<file path="src/rtl/im_loader_pkg.sv">
// im_loader_pkg: shared IM geometry and loader state encodings
package im_loader_pkg;
  localparam int ARCH_WIDTH = 32;
  localparam int IM_WIDTH = 32;
  localparam int IM_DEPTH = 10;
  localparam int IM_SIZE = 2 ** IM_DEPTH;
  localparam logic [ARCH_WIDTH-1:0] IM_BASE_ADDR = '0;
  typedef enum logic [2:0] {
    LD_IDLE, LD_HDR0, LD_HDR1, LD_DATA, LD_CHK, LD_DONE, LD_ERR
  } ld_state_e;
endpackage

</file>
<file path="src/rtl/im_word_packer.sv">
// im_word_packer: gathers 4 bytes MSB-first into a PPC-ordered word and pulses word_valid
module im_word_packer
  import im_loader_pkg::*;
(
  input  logic                clk,
  input  logic                rst_n,
  input  logic                clr,
  input  logic                byte_valid,
  input  logic [7:0]          byte_data,
  output logic [0:IM_WIDTH-1] wdata,
  output logic                word_valid
);
  logic [1:0]          r_idx;
  logic [0:IM_WIDTH-1] r_wdata;
  logic                r_valid;
  assign wdata = r_wdata;
  assign word_valid = r_valid;
  // drop each byte into its lane; pulse once the 4th lane is filled
  always_ff @(posedge clk or negedge rst_n) begin
    if (!rst_n) begin
      r_idx <= 2'd0;
      r_wdata <= '0;
      r_valid <= 1'b0;
    end else begin
      r_valid <= byte_valid && (r_idx == 2'd3);
      if (clr) r_idx <= 2'd0;
      else if (byte_valid) begin
        r_wdata[8*r_idx +: 8] <= byte_data;
        r_idx <= r_idx + 2'd1;
      end
    end
  end
endmodule

</file>
<file path="src/rtl/im_loader.sv">
// im_loader: byte-stream to IM write port boot loader; IM_LOADER_CHKSUM_EN adds a trailing XOR check byte
module im_loader
  import im_loader_pkg::*;
(
  input  logic                  clk,
  input  logic                  rst_n,
  input  logic                  start,
  input  logic                  in_valid,
  input  logic [7:0]            in_data,
  output logic                  in_ready,
  output logic                  we,
  output logic [ARCH_WIDTH-1:0] waddr,
  output logic [0:IM_WIDTH-1]   wdata,
  output logic                  busy,
  output logic                  hold_cpu,
  output logic                  done,
  output logic                  err
);
  ld_state_e             r_state;
  logic [7:0]            r_cnt_hi;
  logic [17:0]           r_rem;
  logic [ARCH_WIDTH-1:0] r_waddr;
  logic                  r_done, r_err;
  logic                  w_acc, w_data_acc, w_start, w_chk_ok;
  logic [15:0]           w_n;
`ifdef IM_LOADER_CHKSUM_EN
  localparam ld_state_e L_END = LD_CHK;
  localparam bit L_CHK = 1'b1;
  logic [7:0] r_xor;
  assign w_chk_ok = (in_data == r_xor);
  // running XOR of payload bytes, restarted with each load
  always_ff @(posedge clk or negedge rst_n) begin
    if (!rst_n) r_xor <= 8'd0;
    else if (w_start) r_xor <= 8'd0;
    else if (w_data_acc) r_xor <= r_xor ^ in_data;
  end
`else
  localparam ld_state_e L_END = LD_DONE;
  localparam bit L_CHK = 1'b0;
  assign w_chk_ok = 1'b1;
`endif
  assign in_ready = (r_state == LD_HDR0) || (r_state == LD_HDR1) || (r_state == LD_DATA) || (r_state == LD_CHK);
  assign busy = in_ready;
  assign hold_cpu = busy;
  assign done = r_done;
  assign err = r_err;
  assign waddr = r_waddr;
  assign w_acc = in_valid && in_ready;
  assign w_data_acc = w_acc && (r_state == LD_DATA);
  assign w_start = start && ((r_state == LD_IDLE) || (r_state == LD_DONE) || (r_state == LD_ERR));
  assign w_n = {r_cnt_hi, in_data};
  im_word_packer u_packer (
    .clk(clk), .rst_n(rst_n), .clr(w_start), .byte_valid(w_data_acc),
    .byte_data(in_data), .wdata(wdata), .word_valid(we)
  );
  // frame sequencing: header, payload countdown, optional check byte, sticky flags
  always_ff @(posedge clk or negedge rst_n) begin
    if (!rst_n) begin
      r_state <= LD_IDLE;
      r_cnt_hi <= 8'd0;
      r_rem <= 18'd0;
      r_done <= 1'b0;
      r_err <= 1'b0;
    end else if (w_start) begin
      r_state <= LD_HDR0;
      r_done <= 1'b0;
      r_err <= 1'b0;
    end else if (w_acc) begin
      case (r_state)
        LD_HDR0: begin
          r_cnt_hi <= in_data;
          r_state <= LD_HDR1;
        end
        LD_HDR1: begin
          r_rem <= {w_n, 2'b00};
          if (w_n > 16'(IM_SIZE)) begin
            r_state <= LD_ERR;
            r_err <= 1'b1;
          end else if (w_n == 16'd0) begin
            r_state <= L_END;
            r_done <= ~L_CHK;
          end else r_state <= LD_DATA;
        end
        LD_DATA: begin
          r_rem <= r_rem - 18'd1;
          if (r_rem == 18'd1) begin
            r_state <= L_END;
            r_done <= ~L_CHK;
          end
        end
        LD_CHK: begin
          r_state <= w_chk_ok ? LD_DONE : LD_ERR;
          r_done <= w_chk_ok;
          r_err <= ~w_chk_ok;
        end
        default: ;
      endcase
    end
  end
  // word address: rebased on start, stepped after every write
  always_ff @(posedge clk or negedge rst_n) begin
    if (!rst_n) r_waddr <= '0;
    else if (w_start) r_waddr <= IM_BASE_ADDR;
    else if (we) r_waddr <= r_waddr + 32'd4;
  end
endmodule
</file>
<file path="config.mk">
export PLATFORM = sky130hd
export DESIGN_NAME = im_loader
export DESIGN_NICKNAME = d
export VERILOG_FILES = /design/src/rtl/im_loader_pkg.sv /design/src/rtl/im_word_packer.sv /design/src/rtl/im_loader.sv
export SDC_FILE = /design/constraint.sdc
export NUM_CORES = 1
export LEC_CHECK = 0
export BUFFER_PORTS_ARGS = -buffer_cell sky130_fd_sc_hd__buf_2
export CAP_MARGIN = 20
export CORE_MARGIN = 3
export CORE_UTILIZATION = 40
export CTS_CLUSTER_SIZE = 40
export DETAILED_ROUTE_END_ITERATION = 16
export PLACE_DENSITY = 0.6
export SLEW_MARGIN = 20
export SYNTH_ARGS = -nofsm -noshare
export SYNTH_HDL_FRONTEND = slang
export SYNTH_SLANG_ARGS = --single-unit
</file>
<file path="constraint.sdc">
create_clock -name clk -period 6.3 [get_ports clk]
set_clock_uncertainty 0.2 [all_clocks]
set_input_delay 0.63 -clock clk [delete_from_list [all_inputs] [get_ports clk]]
set_output_delay 0.63 -clock clk [all_outputs]
set_load 0.05 [all_outputs]
</file>
* Word-level counts from Yosys, hierarchy flattened
Cells that the tools add are included.
** Cells by class
- Multiplexer cells :: 22
- $lt $le $gt $ge :: 1
- Reductions and logical operators :: 24
- $add $sub $neg :: 4
- Shifts and indexed selects :: 2
- Bitwise logic cells :: 2
- Eq/ne operators :: 12
** Operators by type and width (number)
- 2-to-1 mux 32 bit :: 2
- case mux 18 bit (2 select lines) :: 1
- negator 33 -> 34 bit :: 1
- variable shift 33 x 34 -> 32 bit (first input constant) :: 1
- variable part select 33 x 34 -> 32 bit :: 1
- NOT 5 -> 33 bit :: 1
- adder 32 x 3 -> 32 bit (second input constant) :: 1
- bitwise mux 32 bit :: 1
- == test 18 x 1 -> 1 bit (second input constant) :: 1
- subtractor 18 x 1 -> 18 bit (second input constant) :: 1
- greater-than comparator 16 x 11 -> 1 bit (second input constant) :: 1
- zero test 16 bit :: 1
- 2-to-1 mux 3 bit :: 5
- case mux 3 bit (4 select lines) :: 1
- AND reduction 3 bit :: 4
- == test 3 bit (second input constant) :: 3
- != test 3 x 1 -> 1 bit (second input constant) :: 3
- 2-to-1 mux 1 bit :: 8
- nonzero test 2 bit :: 4
- == test 3 x 2 -> 1 bit (second input constant) :: 2
- logical OR 1 bit :: 5
- AND reduction 5 bit :: 1
- nonzero test 5 bit :: 1
- logical AND 1 bit :: 4
- other kinds (12) :: 13
** Word-level totals
- Input port bits :: 12
- Logic and storage cells :: 76
- Output and inout bits :: 70
- Flip-flop bits (word level) :: 98

* Longest topological paths before layout
Gate-level depths: netlist of run 1.
- Word-level depth :: 8
- Gate-level depth with buffers :: 7

* Hierarchy
A second synthesis of run 1 with hierarchy kept.
** Unflattened totals
- Cells, all modules :: 503
- Area, all modules :: 5220.0 sq um
** By module, submodules not included
- im_loader :: instances 1, area each 3395.8 sq um, cells an instance 379
- im_word_packer :: instances 1, area each 1824.2 sq um, cells an instance 124

* Least setup slack after synthesis of run 1
OpenSTA, ideal clock, no wires.
- Path type :: flip-flop to output port
- Start point :: reg r_state[0]
- End point :: out hold_cpu
- Buffers on the path :: 2
- Stages on the path, launching flop included :: 5
- Data arrival time :: 1948 ps
- Slack :: 3522 ps
- Cells stage by stage :: dfrtp_1 clkbuf_1 nor2_1 xnor2_1 buf_4
** Between the ends
- Cells in the longest elaborated chain, start to end :: 4
- Elaborated cells on any way between the ends :: 7
- Classes of those cells :: eq/ne (4); reduce/logical (3)
** RTL lines
- start, declared :: line im_loader.sv:19 : ld_state_e r_state;
- start signal, assigned :: line im_loader.sv:92 : r_state <= w_chk_ok ? LD_DONE : LD_ERR;
- == test 3 x 1 -> 1 bit / == test 3 x 2 -> 1 bit (equally long branches) :: line im_loader.sv:42 : assign in_ready = (r_state == LD_HDR0) || (r_state == LD_HDR1) || (r_state == LD_DATA) || (r_state == LD_CHK);
- logical OR 1 bit (2 in series) :: line im_loader.sv:42
- logical OR 1 bit * :: line im_loader.sv:42
- end, declared :: line im_loader.sv:15 : output logic hold_cpu,
Every way passes the cells marked *; elsewhere a longest branch is shown, timed or not.

* Worst setup path after layout of run 1
Same ends and word-level chain as after synthesis.

==> results of run 1 <==
==> synth_stat cells, drive strengths merged (5+ instances only) <==
master | n | area [sq um]
dfrtp | 96 | 2400
inv | 14 | 52.6
buf | 7 | 52.6
xnor2 | 20 | 175
nand4 | 10 | 62.6
or4 | 5 | 43.8
nand2 | 87 | 327
nor4 | 12 | 81.3
nand3 | 25 | 125
ha | 7 | 87.6
clkbuf | 20 | 75.1
o21ai | 55 | 275
or3 | 5 | 41.3
a21oi | 24 | 124
mux2 | 8 | 90.1
nor2 | 55 | 206
nand2b | 5 | 31.3
xor2 | 10 | 87.6
nor3 | 13 | 65.1
==> flip-flops by register name, summed over array words and instances (netlist names) <==
name / cells
r_state: 3
err: 1
r_cnt_hi: 8
u_packer.r_idx: 2
done: 1
u_packer.wdata: 32
u_packer.word_valid: 1
waddr: 30
r_rem: 18
==> layout make-up <==
cell class / instances / area [sq um]
well taps: 143 / 179
clock buffers: 9 / 225
inverters: 14 / 52.6
fillers: 1087 / 5960
multi-input cells: 393 / 2240
flip-flops and latches: 96 / 2400
repair buffers: 83 / 428
clock inverters: 6 / 85.1
==> routing by layer <==
metal | track usage | share of wire | up-vias
met4 | 0.0619 | 0.018 | 0
li1 | - | - | 1979
met3 | 0.0413 | 0.050 | 18
met1 | 0.262 | 0.47 | 1947
met2 | 0.291 | 0.46 | 104
met5 | 0 | 0 | -
==> cells by family (layout without fill, tap and decap cells) <==
logic type | after synthesis | count (layout)
AOI/OAI and AO/OA | 112 | 112
xor gates and xnor gates | 30 | 30
adders and majority gates | 7 | 7
buffers and inverters | 41 | 112
DFF | 96 | 96
muxes | 9 | 9
other | 1 | 2
and+or+nand+nor | 233 | 233
==> final timing paths <==
| check | slack, ns | from | to | depth (start not counted) |
|---|---|---|---|---|
| max | 3.48 | r_state[0]$_DFFE_PN0P_ | hold_cpu | 3 |
| min | 0.008 | rst_n | waddr[12]$_DFFE_PN0P_ | 1 |
| max reg2reg | 3.76 | r_state[0]$_DFFE_PN0P_ | r_rem[11]$_DFFE_PN0P_ | 6 |
| min reg2reg | 0.27 | u_packer.wdata[19]$_DFFE_PN0P_ | u_packer.wdata[19]$_DFFE_PN0P_ | 2 |
| max in group asynchronous | 4.71 | rst_n | r_rem[14]$_DFFE_PN0P_ | 2 |
| min in group clk | 0.27 | u_packer.wdata[19]$_DFFE_PN0P_ | u_packer.wdata[19]$_DFFE_PN0P_ | 2 |
==> cells in the final DEF, fill, tap and decap left out, drive strengths merged, types with 2 or more instances in the layout <==
cell,count
a21o,2
a21oi,24
a2bb2oi,2
a311oi,2
a31oi,4
and2,2
and3,3
and4,4
buf,83
bufinv,2
clkbuf,9
clkinv,2
clkinvlp,2
conb,2
dfrtp,96
ha,7
inv,14
mux2,8
nand2,87
nand2b,5
nand3,25
nand4,10
nor2,55
nor3,13
nor3b,2
nor4,12
o21a,4
o21ai,55
o22a,3
o31ai,3
o32ai,2
or3,5
or4,5
xnor2,20
xor2,10
==> critical path, stage by stage (launching register included) <==
cell     delay (ns)
dfrtp_1        0.93
nor2_1         0.16
xnor2_1        0.24
buf_2          0.30
==> where the power goes <==
group	switching, mW	internal, mW	leakage, nW
clock network	0.230	0.344	0.147
registers	0.323	0.887	1.24
logic	1.21	0.451	1.15
total	1.76	1.68	2.53
==> out/qor.csv, run 1 <==
stage,metric,value,unit
run_status,status,completed,
detailed_routing,Vias,4048,
placed_design,GP Congestion,0.804,
critical_path,CP Max Fanout,29,
timing,pins over their slew limit,0,
grt,Overall Global Routing Usage,0.187,
logic_synthesis,Post-Synth XOR/XNOR Area,0.0546,
clocking,CTS H-Tree Depth,3,
logic_synthesis,Synth warnings,0,
logic_synthesis,multiplexer area fraction after synthesis,0.0208,
logic_synthesis,post-synthesis compound-gate area fraction,0.139,
critical_path,CP Data Required Time,5.47,ns
placed_design,DP Area,0.00530,sq mm
logic_synthesis,number of flops mapped to enable cells by yosys,0,
clocking,post-cts resize count,0,
detailed_routing,DRC,0,
floorplanning,Site Rows,39,
placed_design,post-place setup slack,3.80,ns
timing,Fin. Hold Viols,0,
grt,largest net degree at the start of global routing,68,
timing,setup TNS,0,ns
logic_synthesis,main combinational cell family by area after synthesis,simple AND/OR/NAND/NOR gates,
timing,fmax,355,MHz
clocking,# hold bufs at CTS,0,
timing,RSZ-0062 raised after global routing,false,
logic_synthesis,"Primary FF master, synth",dfrtp_1,
placed_design,# port buffers,79,
floorplanning,die area,0.0134,sq mm
clocking,CTS tree,done,
timing,Least-Margin Pin Slew,0.901,ns
logic_synthesis,"flops & latches, synth",96,
logic_synthesis,Post-Syn Area,0.00481,sq mm
logic_synthesis,Avg Synthesized Cell Area,9.09,sq um
worst_hold_path,worst hold path class,in -> async,
grt,initial antenna violation count,0,
timing,hold slack,0.00780,ns
clocking,Root Buffer,clkbuf_16,
detailed_routing,Post-Route WL,12100,um
logic_synthesis,Syn Inst Count,529,
floorplanning,Starting Density,0.416,
layout,"non-filler cells, final",744,
clocking,Clock Latency Late Sink,0.34,ns
detailed_routing,number of DRC markers in iteration 0,295,
logic_synthesis,simple-gate share of the synthesized area,0.230,
detailed_routing,antenna-violating nets left,0,
logic_synthesis,fraction of registers with async set/reset,1.00,
placed_design,HPWL Detailed,8270,um
logic_synthesis,distinct cell type count after synthesis,56,
clocking,clock buffer depth,2,
clocking,Setup Buffers After CTS,0,
timing,Final WS setup,3.48,ns
floorplanning,Die W,116,um
grt,first-pass GRT wire length,19700,um
placed_design,# placed instances,729,
critical_path,Setup crit end kind,output pin,
clocking,# clock sinks,96,
timing,period utilisation layout,0.447,
layout,post-route cell area,0.00561,sq mm
detailed_routing,Routed WL per cell,16.3,um
flow_run,max-cap viol count,0,
timing,Slew headroom,0.400,
floorplanning,height of the die,116,um
grt,Overflow after GRT,0,
layout,utilization after layout,0.485,
critical_path,arrival time at the worst endpoint,1.99,ns
layout,Area Growth Syn to Fin,16.6,%
layout,Antenna diodes,0,
detailed_routing,first-pass detailed-route iteration total,5,
clocking,Clock transition at path regs,0.07,ns
grt,vias in the first global route,3801,
floorplanning,core area,0.0116,sq mm
timing,fin crit period,2.82,ns
logic_synthesis,sequential share of the synthesized area,0.499,
power,Worst IR Drop VDD,0.277,mV
layout,final net count,616,
floorplanning,IO Pins,82,
power,Cell Pwr Density,614,mW/mm^2
critical_path,CP Class,reg -> out,
power,final total power,3.44,mW
clocking,CTS Buf Count,9,
timing,final setup fails,0,
detailed_routing,via/cell ratio,5.44,
layout,layout cell share with drive strength beyond 1,0.198,
power,Leak,2.53,nW
critical_path,Startpoint Class,register,
logic_synthesis,Synth Area in Adders,0.0182,
(Power assumes the default switching activity.)
==> inputs of run 2 (changes only) <==
==> constraint.sdc (replaced) <==
create_clock -name clk -period 2.8 [get_ports clk]
set_clock_uncertainty 0.2 [all_clocks]
set_input_delay 0.28 -clock clk [delete_from_list [all_inputs] [get_ports clk]]
set_output_delay 0.28 -clock clk [all_outputs]
set_load 0.05 [all_outputs]
==> out/qor.csv, run 2 (synthesis gave the netlist of run 1 again) <==
stage,metric,value,unit,change
floorplanning,die area,0.0134,sq mm,unchanged
clocking,Setup Buffers After CTS,0,,unchanged
clocking,CTS Buf Count,9,,unchanged
critical_path,Worst path most repeated cell,or3_4,,
critical_path,arrival time at the worst endpoint,2.55,ns,+0.56 ns
detailed_routing,antenna-violating nets left,0,,unchanged
timing,final setup fails,0,,unchanged
critical_path,crit-path cells,or3_4 > or3_4 > or4_4 > a221o_1 > o21a_1,,
clocking,post-cts resize count,0,,unchanged
clocking,Root Buffer,clkbuf_16,,
timing,pins over their slew limit,0,,unchanged
layout,"non-filler cells, final",748,,+0.54%
detailed_routing,first-pass detailed-route iteration total,4,,-1
detailed_routing,Post-Route WL,12100,um,about the same
clocking,CTS tree,done,,
detailed_routing,DRC,0,,unchanged
floorplanning,core area,0.0116,sq mm,unchanged
clocking,CTS H-Tree Depth,3,,unchanged
critical_path,CP Max Fanout,6,,-79%
clocking,Clock Latency Late Sink,0.35,ns,about the same
power,Worst IR Drop VDD,0.629,mV,+130%
power,Cell Pwr Density,1370,mW/mm^2,+120%
layout,layout cell share with drive strength beyond 1,0.200,,+0.00200
placed_design,# placed instances,733,,+0.55%
layout,final net count,621,,+0.81%
critical_path,CP Class,reg -> reg,,
layout,FILL cells,1077,,-0.92%
timing,Fin. Hold Viols,0,,unchanged
detailed_routing,Routed WL per cell,16.2,um,-0.62%
critical_path,critical path's top delay family,simple AND/OR/NAND/NOR gates,,
timing,Slew headroom,0.600,,+0.201
detailed_routing,via/cell ratio,5.43,,-0.22%
critical_path,Setup crit end kind,register,,
flow_run,max-cap viol count,0,,unchanged
layout,most frequent cells in the layout,"dfrtp_1 (96), nand2_1 (87), buf_2 (78)",,
timing,Least-Margin Pin Slew,0.595,ns,-0.306 ns
clocking,Clock transition at path regs,0.07,ns,about the same
detailed_routing,Vias,4061,,+0.32%
critical_path,CP Data Required Time,2.84,ns,-2.63 ns
floorplanning,Site Rows,39,,unchanged
layout,Area Growth Syn to Fin,17.2,%,
grt,Overflow after GRT,0,,unchanged
floorplanning,IO Pins,82,,unchanged
power,Leak,2.55,nW,+0.82%
timing,fin crit period,2.52,ns,
timing,fmax,398,MHz,
floorplanning,Die W,116,um,unchanged
timing,setup TNS,0,ns,unchanged
critical_path,"slowest stage delay, CP",0.55,ns,-0.38 ns
run_status,status,completed,,
placed_design,GP Congestion,0.823,,+2.4%
grt,first-pass GRT wire length,20200,um,+2.3%
grt,initial antenna violation count,0,,unchanged
placed_design,# port buffers,79,,unchanged
layout,"most common cell after layout, fill and taps aside",dfrtp_1,,
critical_path,Slowest cell on crit path,or4_4,,
layout,max FFs per register,32,,unchanged
placed_design,HPWL Detailed,8280,um,+0.13%
clocking,# clock sinks,96,,unchanged
floorplanning,height of the die,116,um,unchanged
critical_path,Startpoint Class,register,,
floorplanning,Starting Density,0.416,,unchanged
worst_hold_path,worst hold path class,in -> reg,,
layout,Antenna diodes,0,,unchanged
timing,period utilisation layout,0.898,,
clocking,clock buffer depth,2,,unchanged
grt,vias in the first global route,3812,,+0.29%
grt,largest net degree at the start of global routing,71,,+4.4%
timing,RSZ-0062 raised after global routing,false,,
grt,Overall Global Routing Usage,0.192,,+0.00499
critical_path,Worst Path Buf+Inv,0,,-1
detailed_routing,number of DRC markers in iteration 0,298,,+1.0%
run 2: cell count changes in the layout (fill, tap and decap cells not counted), sizes merged:
cell	change
dlygate4sd3	+1
buf	+4
clkbuf	+1
bufinv	-1
clkinvlp	-1
run 2: repair_timing:
item,CTS,global route
setup endpoints to repair,0,0
hold endpoints to repair,26,0
hold buffers,1,0
run 2: path summary, 6_finish.rpt:
check	from	endpoint	slack [ns]	depth (start not counted)
min in group asynchronous	rst_n	waddr[14]$_DFFE_PN0P_	0.19	2
min reg2reg	u_packer.wdata[5]$_DFFE_PN0P_	u_packer.wdata[5]$_DFFE_PN0P_	0.28	2
max	r_rem[12]$_DFFE_PN0P_	r_state[1]$_DFFE_PN0P_	0.28	5
max reg2reg	r_rem[12]$_DFFE_PN0P_	r_state[1]$_DFFE_PN0P_	0.28	5
min	in_data[3]	u_packer.wdata[20]$_DFFE_PN0P_	0.07	3
max in group asynchronous	rst_n	r_rem[1]$_DFFE_PN0P_	1.52	3
run 2: area by class of cell:
type	instances	area, sq um	area share
Multi-Input combinational cell	393	2240	0.396
Clock buffer	10	229	0.0406
Inverter	14	52.6	0.00932
Tap cell	143	179	0.0317
Sequential cell	96	2400	0.426
Clock inverter	4	47.5	0.00843
Timing Repair Buffer	88	493	0.0874
run 2: tightest hold or removal path, delay by kind of cell:
| kind | cells | cell delay, ns |
|---|---|---|
| AOI/OAI and AO/OA | 1 | 0.06 |
| buffers and inverters | 1 | 0.16 |
| and+or+nand+nor | 1 | 0.07 |
run 2: power by group:
part / internal, mW / switching, mW
combinational: 1.07 / 2.76
clock: 0.680 / 0.513
sequential: 2.00 / 0.692
run 2: metal layers:
layer  part of all wire  GRT usage
met1               0.45      0.263
met2               0.48      0.304
met3              0.052     0.0454
met4              0.015     0.0626
met5                  0          0
run 2: per-stage QoR:
stage	utilization	hold slack (ns)	power [mW]	setup slack [ns]	instance area (sq um)
after global routing	0.488	0.0796	8.25	0.208	5640
after CTS	0.488	0.0571	7.76	0.285	5640
after global placement	0.463	0.0215	6.45	0.322	5350
after floorplan	-	-0.216	5.52	0.372	4810
after detailed placement	0.463	0.0270	6.54	0.297	5350
final	0.488	0.0657	7.71	0.285	5640
